[src/rtl/seq_accumulator.sv]
// Block accumulator: sums COUNT unsigned samples per block with per-sample
// wrap or saturate arithmetic, then holds the result until it is consumed.
module seq_accumulator #(
  parameter int unsigned WIDTH = 8,
  parameter int unsigned COUNT = 4
) (
  input  logic             clk,
  input  logic             reset,
  input  logic             clear,
  input  logic             mode,
  input  logic             in_valid,
  input  logic [WIDTH-1:0] in_data,
  output logic             in_ready,
  output logic             out_valid,
  output logic [WIDTH-1:0] out_sum,
  input  logic             out_ready,
  output logic             overflow,
  output logic [7:0]       sample_cnt
);

  if (WIDTH < 2 || WIDTH > 32) begin : g_bad_width
    $error("seq_accumulator: WIDTH must be in 2..32");
  end
  if (COUNT < 1 || COUNT > 255) begin : g_bad_count
    $error("seq_accumulator: COUNT must be in 1..255");
  end

  typedef enum logic {
    ACCUM = 1'b0,
    HOLD  = 1'b1
  } state_t;

  localparam logic [7:0] LAST_CNT = 8'(COUNT);

  state_t           state, state_nxt;
  logic [WIDTH-1:0] sum_q, sum_nxt;
  logic             ovf_q, ovf_nxt;
  logic [7:0]       cnt_q, cnt_nxt;

  logic             accept;
  logic [WIDTH:0]   add_full;
  logic             carry;
  logic [WIDTH-1:0] add_res;

  assign accept   = in_valid && (state == ACCUM);
  // One extra bit captures the carry out of the unsigned add.
  assign add_full = {1'b0, sum_q} + {1'b0, in_data};
  assign carry    = add_full[WIDTH];
  assign add_res  = (mode && carry) ? {WIDTH{1'b1}} : add_full[WIDTH-1:0];

  always_comb begin
    // NOTE: every output of this block gets a default first, so no path can
    // leave a signal unassigned and infer a latch.
    state_nxt = state;
    sum_nxt   = sum_q;
    ovf_nxt   = ovf_q;
    cnt_nxt   = cnt_q;

    if (clear) begin
      state_nxt = ACCUM;
      sum_nxt   = '0;
      ovf_nxt   = 1'b0;
      cnt_nxt   = '0;
    end else if (state == HOLD) begin
      if (out_ready) begin
        state_nxt = ACCUM;
        sum_nxt   = '0;
        ovf_nxt   = 1'b0;
        cnt_nxt   = '0;
      end
    end else if (accept) begin
      sum_nxt = add_res;
      ovf_nxt = ovf_q | carry;
      cnt_nxt = cnt_q + 8'd1;
      if (cnt_q + 8'd1 == LAST_CNT) begin
        state_nxt = HOLD;
      end
    end
  end

  // NOTE: state registers use non-blocking assignments so every flop samples
  // the pre-edge values regardless of process ordering.
  always_ff @(posedge clk or negedge reset) begin
    if (!reset) begin
      state <= ACCUM;
      sum_q <= '0;
      ovf_q <= 1'b0;
      cnt_q <= '0;
    end else begin
      state <= state_nxt;
      sum_q <= sum_nxt;
      ovf_q <= ovf_nxt;
      cnt_q <= cnt_nxt;
    end
  end

  assign in_ready   = (state == ACCUM);
  assign out_valid  = (state == HOLD);
  assign out_sum    = sum_q;
  assign overflow   = ovf_q;
  assign sample_cnt = cnt_q;

endmodule

[config.mk]
export PLATFORM = sky130hd
export DESIGN_NAME = seq_accumulator
export DESIGN_NICKNAME = d
export VERILOG_FILES = /design/src/rtl/seq_accumulator.sv
export SDC_FILE = /design/constraint.sdc
export NUM_CORES = 1
export LEC_CHECK = 0
export CAP_MARGIN = 20
export CORE_ASPECT_RATIO = 0.75
export CORE_MARGIN = 3
export CORE_UTILIZATION = 46
export DETAILED_ROUTE_END_ITERATION = 10
export PLACE_DENSITY = 0.89
export SLEW_MARGIN = 30
export SYNTH_ARGS = -nofsm -noshare
export SYNTH_HDL_FRONTEND = slang
export SYNTH_SLANG_ARGS = --single-unit
[constraint.sdc]
create_clock -name clk -period 2.95 [get_ports clk]
set_clock_uncertainty 0.1 [all_clocks]
set_input_delay 0.295 -clock clk [delete_from_list [all_inputs] [get_ports clk]]
set_output_delay 0.295 -clock clk [all_outputs]
set_load 0.05 [all_outputs]
=== Word-level counts from Yosys, hierarchy flattened ===
Cells that the tools add are included.

* Register bits: 18
* Latch bits: 0
* RAM bits: 0
* Memory bits (read-only): 0
* Bits of input ports: 14
* Output and inout port bits: 19
* Logic and storage cells: 31
* Memories: 0

* Add/subtract/negate cells: 2
* $mul: 0
* Divide/modulo/power cells: 0
* $lt $le $gt $ge: 0
* Equal/unequal tests: 2
* Shifts and indexed selects: 0
* Muxes and demuxes: 17
* Bitwise gates (word level): 2
* Reduce and logical (&&, ||, !) cells: 4

{| class="wikitable"
|+ Operators by type and width
! operator !! count
|-
| 8-bit 2-to-1 mux || 8
|-
| 8-bit by 8-bit adder with 9-bit output || 1
|-
| 1-bit 2-to-1 mux || 9
|-
| 8-bit by 1-bit adder with 8-bit output (second input constant) || 1
|-
| 8-bit by 3-bit equality test with 1-bit output (second input constant) || 1
|-
| 3-bit != test (second input constant) || 1
|-
| 3-bit nonzero test || 1
|-
| 1-bit logical AND || 2
|-
| 2-bit AND reduction || 1
|-
| 1-bit inverter || 1
|-
| 1-bit bitwise OR || 1
|}

=== Logic depth before layout (Yosys ltp) ===
* Depth after elaboration: 6
* Depth in mapped cells: 7
* Mapped depth without buffers: 7

=== Worst setup path before layout ===
Ideal clock, no wire load.

* Path kind: register to register
* From: register sum_q[0], in the netlist out_sum[0]
* To: register sum_q[6], in the netlist out_sum[6]
* Setup time: 138 ps
* Arrival time: 2203 ps
* Required time: 2712 ps
* Slack: 509 ps
* Cell stages (with the launch flop): 8
* Path buffers: 0
* Clock period less this slack: 2441 ps
* Path through: dfrtp_1 > ha_1 > fa_1 > a21o_1 > a31o_1 > o41a_1 > nand3_2 > o211ai_1

* Longest elaborated chain between the ends: 6

{| class="wikitable"
|+ Ends and longest elaborated chain
! what !! line !! RTL
|-
| start, declared || 36 || <nowiki>logic [WIDTH-1:0] sum_q, sum_nxt;</nowiki>
|-
| start signal, assigned || 91 || <nowiki>sum_q <= sum_nxt;</nowiki>
|-
| 8-bit by 8-bit adder with 9-bit output (*) || 47 || <nowiki>assign add_full = {1'b0, sum_q} + {1'b0, in_data};</nowiki>
|-
| 1-bit logical AND || 49 || <nowiki>assign add_res = (mode && carry) ? {WIDTH{1'b1}} : add_full[WIDTH-1:0];</nowiki>
|-
| 8-bit 2-to-1 mux (*) || 49 ||
|-
| 8-bit 2-to-1 mux (*) || 71 || <nowiki>end else if (accept) begin</nowiki>
|-
| 8-bit 2-to-1 mux (*) || 64 || <nowiki>end else if (state == HOLD) begin</nowiki>
|-
| 8-bit 2-to-1 mux (*) || 59 || <nowiki>if (clear) begin</nowiki>
|}

Every way passes the cells marked *; elsewhere a longest branch is shown, timed or not. The select of a mux whose other input is x is not followed.
A chain may end at the register's enable or synchronous reset.

=== Worst setup path in the final report ===
* From: input in_data[0]
* To: register sum_q[7], in the netlist out_sum[7]

* Longest elaborated chain between the ends: 6

{| class="wikitable"
|+ Ends and longest elaborated chain
! what !! line !! RTL
|-
| start, declared || 12 || <nowiki>input logic [WIDTH-1:0] in_data,</nowiki>
|-
| 8-bit by 8-bit adder with 9-bit output (*) || 47 ||
|-
| 1-bit logical AND || 49 ||
|-
| 8-bit 2-to-1 mux (*) || 49 ||
|-
| 8-bit 2-to-1 mux (*) || 71 ||
|-
| 8-bit 2-to-1 mux (*) || 64 ||
|-
| 8-bit 2-to-1 mux (*) || 59 ||
|}

Marks and branches as above.

==> results <==
- After clock tree synthesis, the repair step resized 0 gates.
- From left edge to right edge, the die measures 62.7 µm.
- The delay contributed by the slowest stage of the critical path is 410 ps.
- The total via count in the routed design is 1059.
- The repair_antennas step left the layout with diodes totalling 0.
- For this run, the post-layout net count is 175.
- Synthesis inferred 18 register bits.
- The number of antenna violations at the first check in global routing is 0.
- CTS built an H-tree with a depth of 1.
- The fraction of the yosys area taken by sequential cells is 40.6%.
- The top cell type by area accounts for 40.6% of the synthesized area.
- The overall die area is 3040 µm².
- The wire length of the first global-routing pass is 4650 µm.
- For this run, the detailed router's first-pass iteration total came to 4.
- The largest total area in the synthesized netlist belongs to dfrtp_1.
- The most common cell in the synthesized netlist is dfrtp_1.
- The clock buffer count from CTS is 3.
- The number of DRC violations after detailed-routing iteration 0 is 44.
- The remaining design rule violation count is 0.
- The type of element launching the critical path is an input port.
- The area taken by flip-flops and latches is 450 µm².
- The arrival time of data at the critical path endpoint is 2430 ps.
- The number of hold buffers added after CTS is 0.
- The total overflow left after global routing is 0.
- The worst-case IR drop observed on VDD is 0.000321 V.
- The tool flagged a number of max-cap violations equal to 0.
- At the end of routability-driven placement, the weighted congestion stood at 0.756.
- Power comes to 0.797 mW.
- The final HPWL from detailed placement is 2130 µm.
- The final-report hold violation count is 0.
- The number of cells on the worst reg-to-reg path is 7.
- The total area inside the core boundary comes to 2140 µm².
- The run finished with clean final reports.
- The die is 48.5 µm tall.
- The worst path in the final design needs a cycle of 2360 ps, including I/O delays and setup.
- Broken down by cell family, the worst path's largest delay share belongs to compound AO/OA/AOI/OAI gates.
- Setup total negative slack on the finished layout was measured at 0 ps.
- The root buffer selected by CTS is clkbuf_4.
- The slowest stage of the critical path is the clkdlybuf4s50_1 cell.
- The number of nets in the synthesized netlist is 141.
- In this run the cell area of the synthesized design comes to 1110 µm².
- 33 I/O pins were placed.
- The total number of clock tree sinks is 18.
- The area used by multi-input combinational logic is 634 µm².
- After routing the design area is 1500 µm².
- Entering global routing, the biggest net connects 19 pins.
- Relative to the synthesized area, the layout overhead comes to 34.8%.
- The residual antenna-violating net count after detailed routing is 0.
- The commonest cells after synthesis are dfrtp_1, nand2_1, o21ai_0, ha_1, nor2_1.
- In this run, synthesis inferred 0 flip-flops with an integrated enable.
- TritonCTS built the clock tree.
- The critical path goes through clkdlybuf4s50_1 -> ha_1 -> fa_1 -> a21o_1 -> a31o_1 -> o41a_1 -> nand3_2 -> o211ai_1.
- The count of buffers from port buffering is 32.
- No sink is reached through more buffers than the 2 on the longest clock path.
- The fraction of registers with async set or reset after synthesis is 100%.
- The worst min-delay path class is input port to asynchronous set/reset pin.
- The critical path depth in cells is 8.
- Counting the fill cells in the layout gives 178.
- The worst hold margin is 334 ps.
- After clock tree synthesis, the clock-pin slew on the worst setup and hold paths is 110 ps.
- Counting both buffers and inverters, the worst setup path holds a total of 1.
- The total wire length is 2720 µm.
- The via count of the first global-routing pass is 1019.
- The relative slew slack is 47.7%.
- In the finished design, the share of the clock period the worst path needs comes to 80.0%.
- Using the TritonRoute via totals, the vias-per-cell ratio works out to 5.82.
- The starting utilization of the core area is 51.9%.
- The row count is 14.
- STA classifies the critical path endpoint as a flop.
- The Yosys step of the flow raised 0 warnings.
- The non-filler instance count after layout is 182.
- Setup repair after global routing left no endpoint under its margin.
- For this design the ratio of total power to cell area is 532 nW/µm².
- The cell count after synthesis is 117.
- The maximum clock frequency is 0.424 GHz.
- The number of failing setup endpoints in the final timing report is 0.
- Yosys mapped the design onto 32 distinct sky130hd cell types.
- Cells with a size suffix above 1 make up 5.33% of the layout.
- The per-cell routed wire length is 15.0 µm.
- By area the synthesized netlist is led by dfrtp_1, ha_1, o21ai_0.
- In the synthesized netlist the dominant register cell turns out to be dfrtp_1.
- The number of slew-limit violations in the final report is 0.
- In this run the static leakage power is 0.671 nW.
- Global routing used 18.5% of the available tracks.
- The count of buffers added by post-CTS timing repair for setup is 0.
- Data on the critical path is required at its endpoint by 3020 ps.
- A synthesized cell averages 9.49 µm².
- The source-to-sink clock delay at the later pin of the worst-skew pair is 300 ps.
- Once placement finished, the instance area stood at 1460 µm².
- The critical path class is input port to flop.
- The number of placed instances, taps included, is 178.
- In this run the worst path has a maximum fanout of 8.
- For the pin with the worst max-slew slack, the measured transition is 783 ps.
==> placed cells by master, fill, tap and decap left out, types with 2 or more instances in the layout <==
| master | instances |
|---|---|
| a21o_1 | 2 |
| a21oi_1 | 6 |
| a22o_1 | 2 |
| a22oi_1 | 4 |
| a31oi_1 | 3 |
| and3_1 | 3 |
| clkbuf_4 | 3 |
| clkdlybuf4s50_1 | 32 |
| dfrtp_1 | 18 |
| ha_1 | 9 |
| inv_1 | 2 |
| nand2_1 | 14 |
| nand4_1 | 2 |
| nor2_1 | 8 |
| o211ai_1 | 4 |
| o21ai_0 | 14 |
| o31ai_1 | 3 |
| xnor2_1 | 2 |
| xor2_1 | 4 |
==> per-stage QoR <==
| step | worst slack [ps] | util [%] |
|---|---|---|
| 6_report | 591 | 70.0 |
| 2_1_floorplan | 509 | - |
| 5_1_grt | 476 | 70.0 |
| 3_5_place_dp | 262 | 68.3 |
| 3_3_place_gp | 339 | 68.3 |
| 4_1_cts | 573 | 70.0 |
==> cell type report <==
type	instances	share of cell area [%]
multi-input cells	93	42.4
repair buffers	33	21.9
flip-flops and latches	18	30.1
inverters	2	0.502
well taps	32	2.68
clock buffers	4	2.42
==> path summary, 6_finish.rpt <==
path	start	endpoint	slack (ps)
max reg2reg	out_sum[0]$_DFFE_PN0P_	out_sum[7]$_DFFE_PN0P_	610
max in group asynchronous	reset	sample_cnt[6]$_DFFE_PN0P_	1910
max	in_data[0]	out_sum[7]$_DFFE_PN0P_	590
min	reset	out_valid$_DFF_PN0_	330
min reg2reg	sample_cnt[7]$_DFFE_PN0P_	sample_cnt[7]$_DFFE_PN0P_	430
min in group clk	sample_cnt[7]$_DFFE_PN0P_	sample_cnt[7]$_DFFE_PN0P_	430
==> flip-flops by register name (all words and copies together) (netlist names) <==
register,flops
out_valid,1
out_sum,8
sample_cnt,8
overflow,1
==> cells by family (layout without fill, tap and decap cells) <==
logic type                 count (synthesis)  in the layout  share of synthesized area (%)
AOI/OAI and AO/OA                         44             44                           25.8
buffers and inverters                      6             39                           2.26
muxes                                      1              1                          0.902
xor gates and xnor gates                   6              6                           4.74
and+or+nand+nor                           32             32                           13.8
adders and majority gates                 10             10                           12.0
DFF                                       18             18                           40.6
==> layer usage <==
| metal | GRT usage [%] | vias to the layer above | wire [µm] |
|---|---|---|---|
| li1 | - | 502 | - |
| met1 | 24.5 | 518 | 1200 |
| met2 | 31.2 | 37 | 1310 |
| met3 | 5.79 | 2 | 197 |
| met4 | 1.47 | 0 | 11 |
| met5 | 0 | - | 0 |
==> power breakdown <==
| part | leakage, nW | switching [mW] | internal (mW) |
|---|---|---|---|
| registers | 0.244 | 0.0252 | 0.272 |
| logic | 0.406 | 0.207 | 0.140 |
| clock network | 0.0210 | 0.0776 | 0.0753 |
No activity file was read; power rests on OpenSTA's default activity.
